[src/rtl/regfile_pkg.sv]
// Shared definitions for the register-file write arbiter.
//   REG_ADDR_W / REG_DATA_W : default register index / data widths
//   REG_ZERO                : hard-wired zero register index, never written
//   wr_req_t                : write request {valid, idx, data} at default widths
//   arb_state_e             : arbiter grant state
package regfile_pkg;

  localparam int unsigned REG_ADDR_W = 5;
  localparam int unsigned REG_DATA_W = 32;
  localparam logic [REG_ADDR_W-1:0] REG_ZERO = '0;

  typedef struct packed {
    logic                  valid;
    logic [REG_ADDR_W-1:0] idx;
    logic [REG_DATA_W-1:0] data;
  } wr_req_t;

  typedef enum logic [0:0] {
    A_PRI   = 1'b0,
    B_FORCE = 1'b1
  } arb_state_e;

endpackage

[src/rtl/regfile_write_arbiter_starvation_guard.sv]
// Starvation guard for requester B: counts consecutive cycles in which B loses to A and
// forces a single B grant once MAX_WAIT losses have accumulated.
//   clk       : system clock, rising edge
//   rst_n     : asynchronous active-low reset
//   a_valid_i : requester A has a write pending
//   b_valid_i : requester B has a write pending
//   force_b_o : high for the one cycle in which B is granted unconditionally
module regfile_write_arbiter_starvation_guard
  import regfile_pkg::*;
#(
  parameter int unsigned MAX_WAIT = 4
) (
  input  logic clk,
  input  logic rst_n,
  input  logic a_valid_i,
  input  logic b_valid_i,
  output logic force_b_o
);

  localparam int unsigned WaitW = $clog2(MAX_WAIT + 1);

  arb_state_e       state_q, state_d;
  logic [WaitW-1:0] wait_q, wait_d;

  always_comb begin
    state_d = state_q;
    wait_d  = wait_q;
    unique case (state_q)
      A_PRI: begin
        if (a_valid_i && b_valid_i) begin
          // This cycle is another B loss; the MAX_WAIT-th loss arms the forced grant.
          if (wait_q == WaitW'(MAX_WAIT - 1)) begin
            state_d = B_FORCE;
            wait_d  = WaitW'(MAX_WAIT);
          end else begin
            wait_d = wait_q + 1'b1;
          end
        end else begin
          // Either B transferred (A idle) or B is not asking: the loss streak ends.
          wait_d = '0;
        end
      end
      B_FORCE: begin
        // One forced cycle only, whether or not B actually still held valid.
        state_d = A_PRI;
        wait_d  = '0;
      end
    endcase
  end

  always_ff @(posedge clk or negedge rst_n) begin
    if (!rst_n) begin
      state_q <= A_PRI;
      wait_q  <= '0;
    end else begin
      state_q <= state_d;
      wait_q  <= wait_d;
    end
  end

  assign force_b_o = (state_q == B_FORCE);

endmodule

[src/rtl/regfile_write_arbiter.sv]
// Shares the register file's single write port between the writeback stage (A, fixed
// priority) and the mul/div result return (B, protected by a starvation guard).
// The granted request is registered one cycle and drives the register file directly.
//   clk, rst_n              : clock (rising edge), asynchronous active-low reset
//   a_valid/a_ready         : A handshake; a_reg/a_data A payload
//   b_valid/b_ready         : B handshake; b_reg/b_data B payload
//   regWrite/WriteRegister/
//   WriteData               : registered register-file write port
//   b_forced                : B is granted by the starvation guard this cycle
//   b_stall_cnt             : saturating count of cycles with B waiting
module regfile_write_arbiter
  import regfile_pkg::*;
#(
  parameter int unsigned DATA_W      = REG_DATA_W,
  parameter int unsigned ADDR_W      = REG_ADDR_W,
  parameter int unsigned MAX_WAIT    = 4,
  parameter int unsigned STALL_CNT_W = 16
) (
  input  logic                   clk,
  input  logic                   rst_n,
  input  logic                   a_valid,
  output logic                   a_ready,
  input  logic [ADDR_W-1:0]      a_reg,
  input  logic [DATA_W-1:0]      a_data,
  input  logic                   b_valid,
  output logic                   b_ready,
  input  logic [ADDR_W-1:0]      b_reg,
  input  logic [DATA_W-1:0]      b_data,
  output logic                   regWrite,
  output logic [ADDR_W-1:0]      WriteRegister,
  output logic [DATA_W-1:0]      WriteData,
  output logic                   b_forced,
  output logic [STALL_CNT_W-1:0] b_stall_cnt
);

  // Request bundle at this instance's widths.
  typedef struct packed {
    logic              valid;
    logic [ADDR_W-1:0] idx;
    logic [DATA_W-1:0] data;
  } req_t;

  logic force_b;
  logic a_fire, b_fire;
  req_t sel;

  logic                   we_q, we_d;
  logic [ADDR_W-1:0]      idx_q, idx_d;
  logic [DATA_W-1:0]      data_q, data_d;
  logic [STALL_CNT_W-1:0] stall_q, stall_d;

  regfile_write_arbiter_starvation_guard #(
    .MAX_WAIT (MAX_WAIT)
  ) u_guard (
    .clk       (clk),
    .rst_n     (rst_n),
    .a_valid_i (a_valid),
    .b_valid_i (b_valid),
    .force_b_o (force_b)
  );

  // Grants depend only on guard state and the other side's valid, never on own valid.
  assign a_ready  = !force_b;
  assign b_ready  = force_b || !a_valid;
  assign b_forced = force_b;

  assign a_fire = a_valid && a_ready;
  assign b_fire = b_valid && b_ready;

  always_comb begin
    sel.valid = a_fire || b_fire;
    sel.idx   = b_fire ? b_reg  : a_reg;
    sel.data  = b_fire ? b_data : a_data;
  end

  always_comb begin
    we_d    = 1'b0;
    idx_d   = idx_q;
    data_d  = data_q;
    stall_d = stall_q;
    if (sel.valid) begin
      // A register-0 write still completes its handshake but is never issued.
      we_d   = (sel.idx != ADDR_W'(REG_ZERO));
      idx_d  = sel.idx;
      data_d = sel.data;
    end
    if (b_valid && !b_ready && (stall_q != '1)) begin
      stall_d = stall_q + 1'b1;
    end
  end

  always_ff @(posedge clk or negedge rst_n) begin
    if (!rst_n) begin
      we_q    <= 1'b0;
      idx_q   <= '0;
      data_q  <= '0;
      stall_q <= '0;
    end else begin
      we_q    <= we_d;
      idx_q   <= idx_d;
      data_q  <= data_d;
      stall_q <= stall_d;
    end
  end

  assign regWrite      = we_q;
  assign WriteRegister = idx_q;
  assign WriteData     = data_q;
  assign b_stall_cnt   = stall_q;

endmodule

[config.mk]
export PLATFORM = sky130hd
export DESIGN_NAME = regfile_write_arbiter
export DESIGN_NICKNAME = d
export VERILOG_FILES = /design/src/rtl/regfile_pkg.sv /design/src/rtl/regfile_write_arbiter_starvation_guard.sv /design/src/rtl/regfile_write_arbiter.sv
export SDC_FILE = /design/constraint.sdc
export NUM_CORES = 1
export LEC_CHECK = 0
export CAP_MARGIN = 40
export CORE_ASPECT_RATIO = 0.5
export CORE_MARGIN = 2
export CORE_UTILIZATION = 25
export CTS_BUF_LIST = sky130_fd_sc_hd__clkbuf_4 sky130_fd_sc_hd__clkbuf_8
export CTS_CLUSTER_SIZE = 10
export DETAILED_ROUTE_END_ITERATION = 10
export DONT_BUFFER_PORTS = 1
export GPL_ROUTABILITY_DRIVEN = 0
export GPL_TIMING_DRIVEN = 1
export PLACE_DENSITY = 0.38
export SETUP_SLACK_MARGIN = 0.2
export SYNTH_ARGS = -nofsm -noshare
export SYNTH_HDL_FRONTEND = slang
export SYNTH_SLANG_ARGS = --single-unit
[constraint.sdc]
create_clock -name clk -period 1.7 [get_ports clk]
set_input_delay 0.255 -clock clk [delete_from_list [all_inputs] [get_ports clk]]
set_output_delay 0.255 -clock clk [all_outputs]
set_load 0.02 [all_outputs]
==> impl_table.tex <==
\begin{tabular}{lr}
\hline
Metric & Value \\
\hline
\multicolumn{2}{l}{\textbf{Route}} \\
Iteration count of the initial detailed-routing pass & 4 \\
Antenna Nets Post-Route & 0 \\
DRC violation count after routing & 0 \\
Detailed-route via count & 1,982 \\
Routed wire length & 6950 microns \\
Vias per cell & 4.62 \\
1st-iter DRT viols & 64 \\
Average detailed-routed wire length per instance & 16.2 microns \\
\multicolumn{2}{l}{\textbf{Timing}} \\
Peak Freq & 665 MHz \\
Number of hold violations in the final report & 58 \\
Slew at the pin closest to its max-slew limit & 385 ps \\
Shortest clock period the worst path allows after layout & 1500 ps \\
Final sum of negative setup slack & 0 ps \\
Count of final setup violators & 0 \\
Final worst clock skew & 10.9 ps \\
Final cycle utilization of the critical path & 0.885 \\
Setup ws final & 196 ps \\
Relative slew margins & 0.741 \\
Hold slack final & -399 ps \\
Final max-slew violation count & 0 \\
Unrepaired setup endpoints after global routing & yes \\
\multicolumn{2}{l}{\textbf{Synthesis}} \\
Area share of xor/xnor cells in the synthesized design & 0.0454 \\
Fraction of post-synthesis cell area in the top cell type by area & 0.537 \\
Yosys warning count & 0 \\
Netlist cell types & 30 \\
Sequential-to-total area share from yosys stat & 0.537 \\
Leading post-synthesis cells by cell area & dfrtp\_1 54\%, mux2i\_1 14\%, o21ai\_0 7.2\% \\
Combinational family with the most area after synthesis & simple AND/OR/NAND/NOR gates \\
Adder-Cell Fraction of Synth Area & 0.0139 \\
Simple-gate share of the synthesized area & 0.151 \\
Total nets after synthesis & 336 \\
Post-Synthesis Mean Instance Area & 10.6 sq um \\
Synthesized instance count & 255 \\
Netlist area before placement & 2700 sq um \\
Fraction of the mapped netlist area in compound gates & 0.0824 \\
Cell type contributing the most total cell area after synthesis & dfrtp\_1 \\
Flops \& latches, synth & 58 \\
Fraction of synthesized area in multiplexers & 0.141 \\
\multicolumn{2}{l}{\textbf{Layout}} \\
Final \#Nets & 365 \\
Commonest non-fill, non-tap cell in the layout & dfrtp\_1 \\
Commonest cells after routing, fill and taps aside & 43 x dfrtp\_1, 42 x nand2\_1, 39 x o21ai\_0 \\
Filler Cell Count & 1,053 \\
Growth of design area from synthesis to finish & 25.6\% \\
\# diodes & 0 \\
Layout cells sized above 1 & 0.280 \\
Final design instance area without fill & 3390 sq um \\
\multicolumn{2}{l}{\textbf{Clock tree}} \\
TritonCTS clock tree & yes \\
CTS H-tree lvls & 3 \\
Clock input transition at the sequential cells of the worst setup and hold paths & 70 ps \\
Clock sinks & 58 \\
Root cell of the clock tree & clkbuf\_8 \\
Clock latency at the later pin of the worst-skew pair & 340 ps \\
Number of buffers between clock root and the deepest sink & 2 \\
Number of buffers created by CTS & 9 \\
\multicolumn{2}{l}{\textbf{Placement}} \\
Cell area after placement & 3060 sq um \\
Dpl hpwl & 5020 microns \\
Port-buffer cells & 0 \\
Setup WS pre-CTS & 76.0 ps \\
\multicolumn{2}{l}{\textbf{Critical path}} \\
Slowest cell on the critical path & or4\_4 \\
Setup CP Type & reg2reg \\
Critical-path maximum fanout & 6 \\
Launching element type of the critical path & register \\
Cells traversed along the worst timing path & ha\_4 -> nand3\_4 -> or4\_4 -> nand4\_1 -> xnor2\_1 \\
Dominant delay contributor by cell family on the critical path & simple AND/OR/NAND/NOR gates \\
Capturing element type of the critical path & register \\
Worst EP required & 1950 ps \\
Number of buffer and inverter stages on the critical path & 0 \\
Critical path arrival & 1760 ps \\
Stage delay of the slowest cell on the critical path & 490 ps \\
\multicolumn{2}{l}{\textbf{Power and ir drop}} \\
Fraction of power consumed by sequential logic & 0.493 \\
Part of the power in the clock network & 0.331 \\
Static leakage power & 1.53 nW \\
Worst supply voltage drop on vdd & 313 uV \\
Internal Pwr Total & 0.00255 W \\
Combinational Power Share & 0.176 \\
Sw Pwr & 0.00114 W \\
Switching Share & 0.309 \\
Power Density & 1090 nW/um\^{}2 \\
Sum of internal, switching and leakage power & 0.00369 W \\
\multicolumn{2}{l}{\textbf{Die}} \\
Initial Utilization & 0.261 \\
Area of the die & 11,700 sq um \\
Std cell rows & 26 \\
Die boundary width & 151 microns \\
Ports & 135 \\
Height of the die & 77.5 microns \\
Core footprint & 10,300 sq um \\
\multicolumn{2}{l}{\textbf{GRT}} \\
Total gr overflow & 0 \\
All-Layer GR Usage & 0.123 \\
Largest net degree at the start of global routing & 59 \\
Number of antenna violations at the first check in global routing & 0 \\
Vias in the first global route & 2,101 \\
Global-route wire length before repair & 11,000 microns \\
\multicolumn{2}{l}{\textbf{Run}} \\
Max-cap check violation count & 0 \\
\multicolumn{2}{l}{\textbf{Worst hold path}} \\
Hold/Removal Path Class & in2async \\
\multicolumn{2}{l}{\textbf{Status}} \\
Outcome & finished, violations left \\
Violated checks & hold timing \\
\hline
\end{tabular}
## kinds of logic (layout without fill, tap and decap cells)
logic type / Yosys count / after routing
simple gates: 80 / 80
compound gates: 44 / 44
xor+xnor: 14 / 14
mux: 38 / 38
buf+inv: 18 / 52
fa+ha+maj: 3 / 3
flops: 58 / 58
## synthesized netlist by cell type
cell	n
dfrtp_1	58
nand2_1	42
o21ai_0	39
mux2i_1	37
nand4_1	8
buf_2	7
clkbuf_1	7
xnor2_1	7
xor2_1	7
nor2_1	6
and3_1	4
a21oi_1	3
ha_1	3
inv_1	3
nor3_1	3
nor4_1	3
or4_1	3
nand3_1	2
nor3b_1	2
a211oi_1	1
and2_1	1
buf_1	1
mux2_1	1
nand3_4	1
nand3b_1	1
nand3b_4	1
nand4b_1	1
nor2b_1	1
o21ai_1	1
or2_1	1
## per-layer routing
metal,wire [microns],track usage,up-vias
met4,74,0.0439,0
met1,2950,0.138,969
li1,-,-,949
met2,3510,0.209,57
met3,415,0.0553,7
met5,0,0,-
## worst register-to-register path, delay by kind of cell, from the launching register on
family / cells / cell delay (ps)
flip-flops: 1 / 410
adder cells (fa/ha/maj): 1 / 160
AND/OR/NAND/NOR: 3 / 730
XOR/XNOR: 1 / 130
## layout make-up
| type | instances | area (sq um) | area share |
|---|---|---|---|
| clock buffers | 14 | 180 | 0.0531 |
| clock inverters | 2 | 10.0 | 0.00295 |
| inverters | 3 | 11.3 | 0.00332 |
| multi-input cells | 179 | 1260 | 0.373 |
| flip-flops and latches | 58 | 1470 | 0.433 |
| well taps | 140 | 175 | 0.0516 |
| repair buffers | 33 | 280 | 0.0826 |
## registers in the layout, summed over array words and instances, names as in the netlist
signal             cells
WriteRegister          5
WriteData             32
u_guard.wait_q         3
b_stall_cnt           16
regWrite               1
u_guard.force_b_o      1
## path summary, 6_finish.rpt
check                                                  from  slack (ps)  depth (start not counted)                          end
worst max-delay path             b_stall_cnt[1]$_DFFE_PN0P_         200                          5   b_stall_cnt[7]$_DFFE_PN0P_
worst min register to register  u_guard.wait_q[0]$_DFF_PN0_         450                          1  u_guard.wait_q[0]$_DFF_PN0_
min in group clk                                 a_data[23]          30                          2    WriteData[23]$_DFFE_PN0P_
worst max register to register   b_stall_cnt[1]$_DFFE_PN0P_         200                          5   b_stall_cnt[7]$_DFFE_PN0P_
worst min-delay path                                  rst_n        -400                          0    WriteData[23]$_DFFE_PN0P_
max in group asynchronous                             rst_n        1950                          0  u_guard.force_b_o$_DFF_PN0_
## through the flow
stage | hold slack (ps) | util | std cells
floorplan | -40.6 | - | 255
global placement | -39.4 | 0.296 | 404
detailed placement | -39.6 | 0.296 | 404
CTS | -426 | 0.320 | 423
global route | -438 | 0.328 | 429
finish | -399 | 0.328 | 429
## what timing repair did
| item | CTS | global route |
|---|---|---|
| endpoints found under the setup margin | 11 | 38 |
| gates resized for setup | 8 | 8 |
| buffers inserted | 3 | 6 |
| endpoints found under the hold margin | 58 | 58 |
| pin swaps | 3 | 7 |
## power by group through the flow
stage	sequential, W	combinational, W	clock (W)
after CTS	0.00183	0.000614	0.00127
after detailed placement	0.00186	0.000584	0
after floorplan	0.00193	0.000286	0
after global placement	0.00185	0.000559	0
final	0.00182	0.000649	0.00122
after global routing	0.00184	0.000718	0.00136
(Power assumes the default switching activity.)
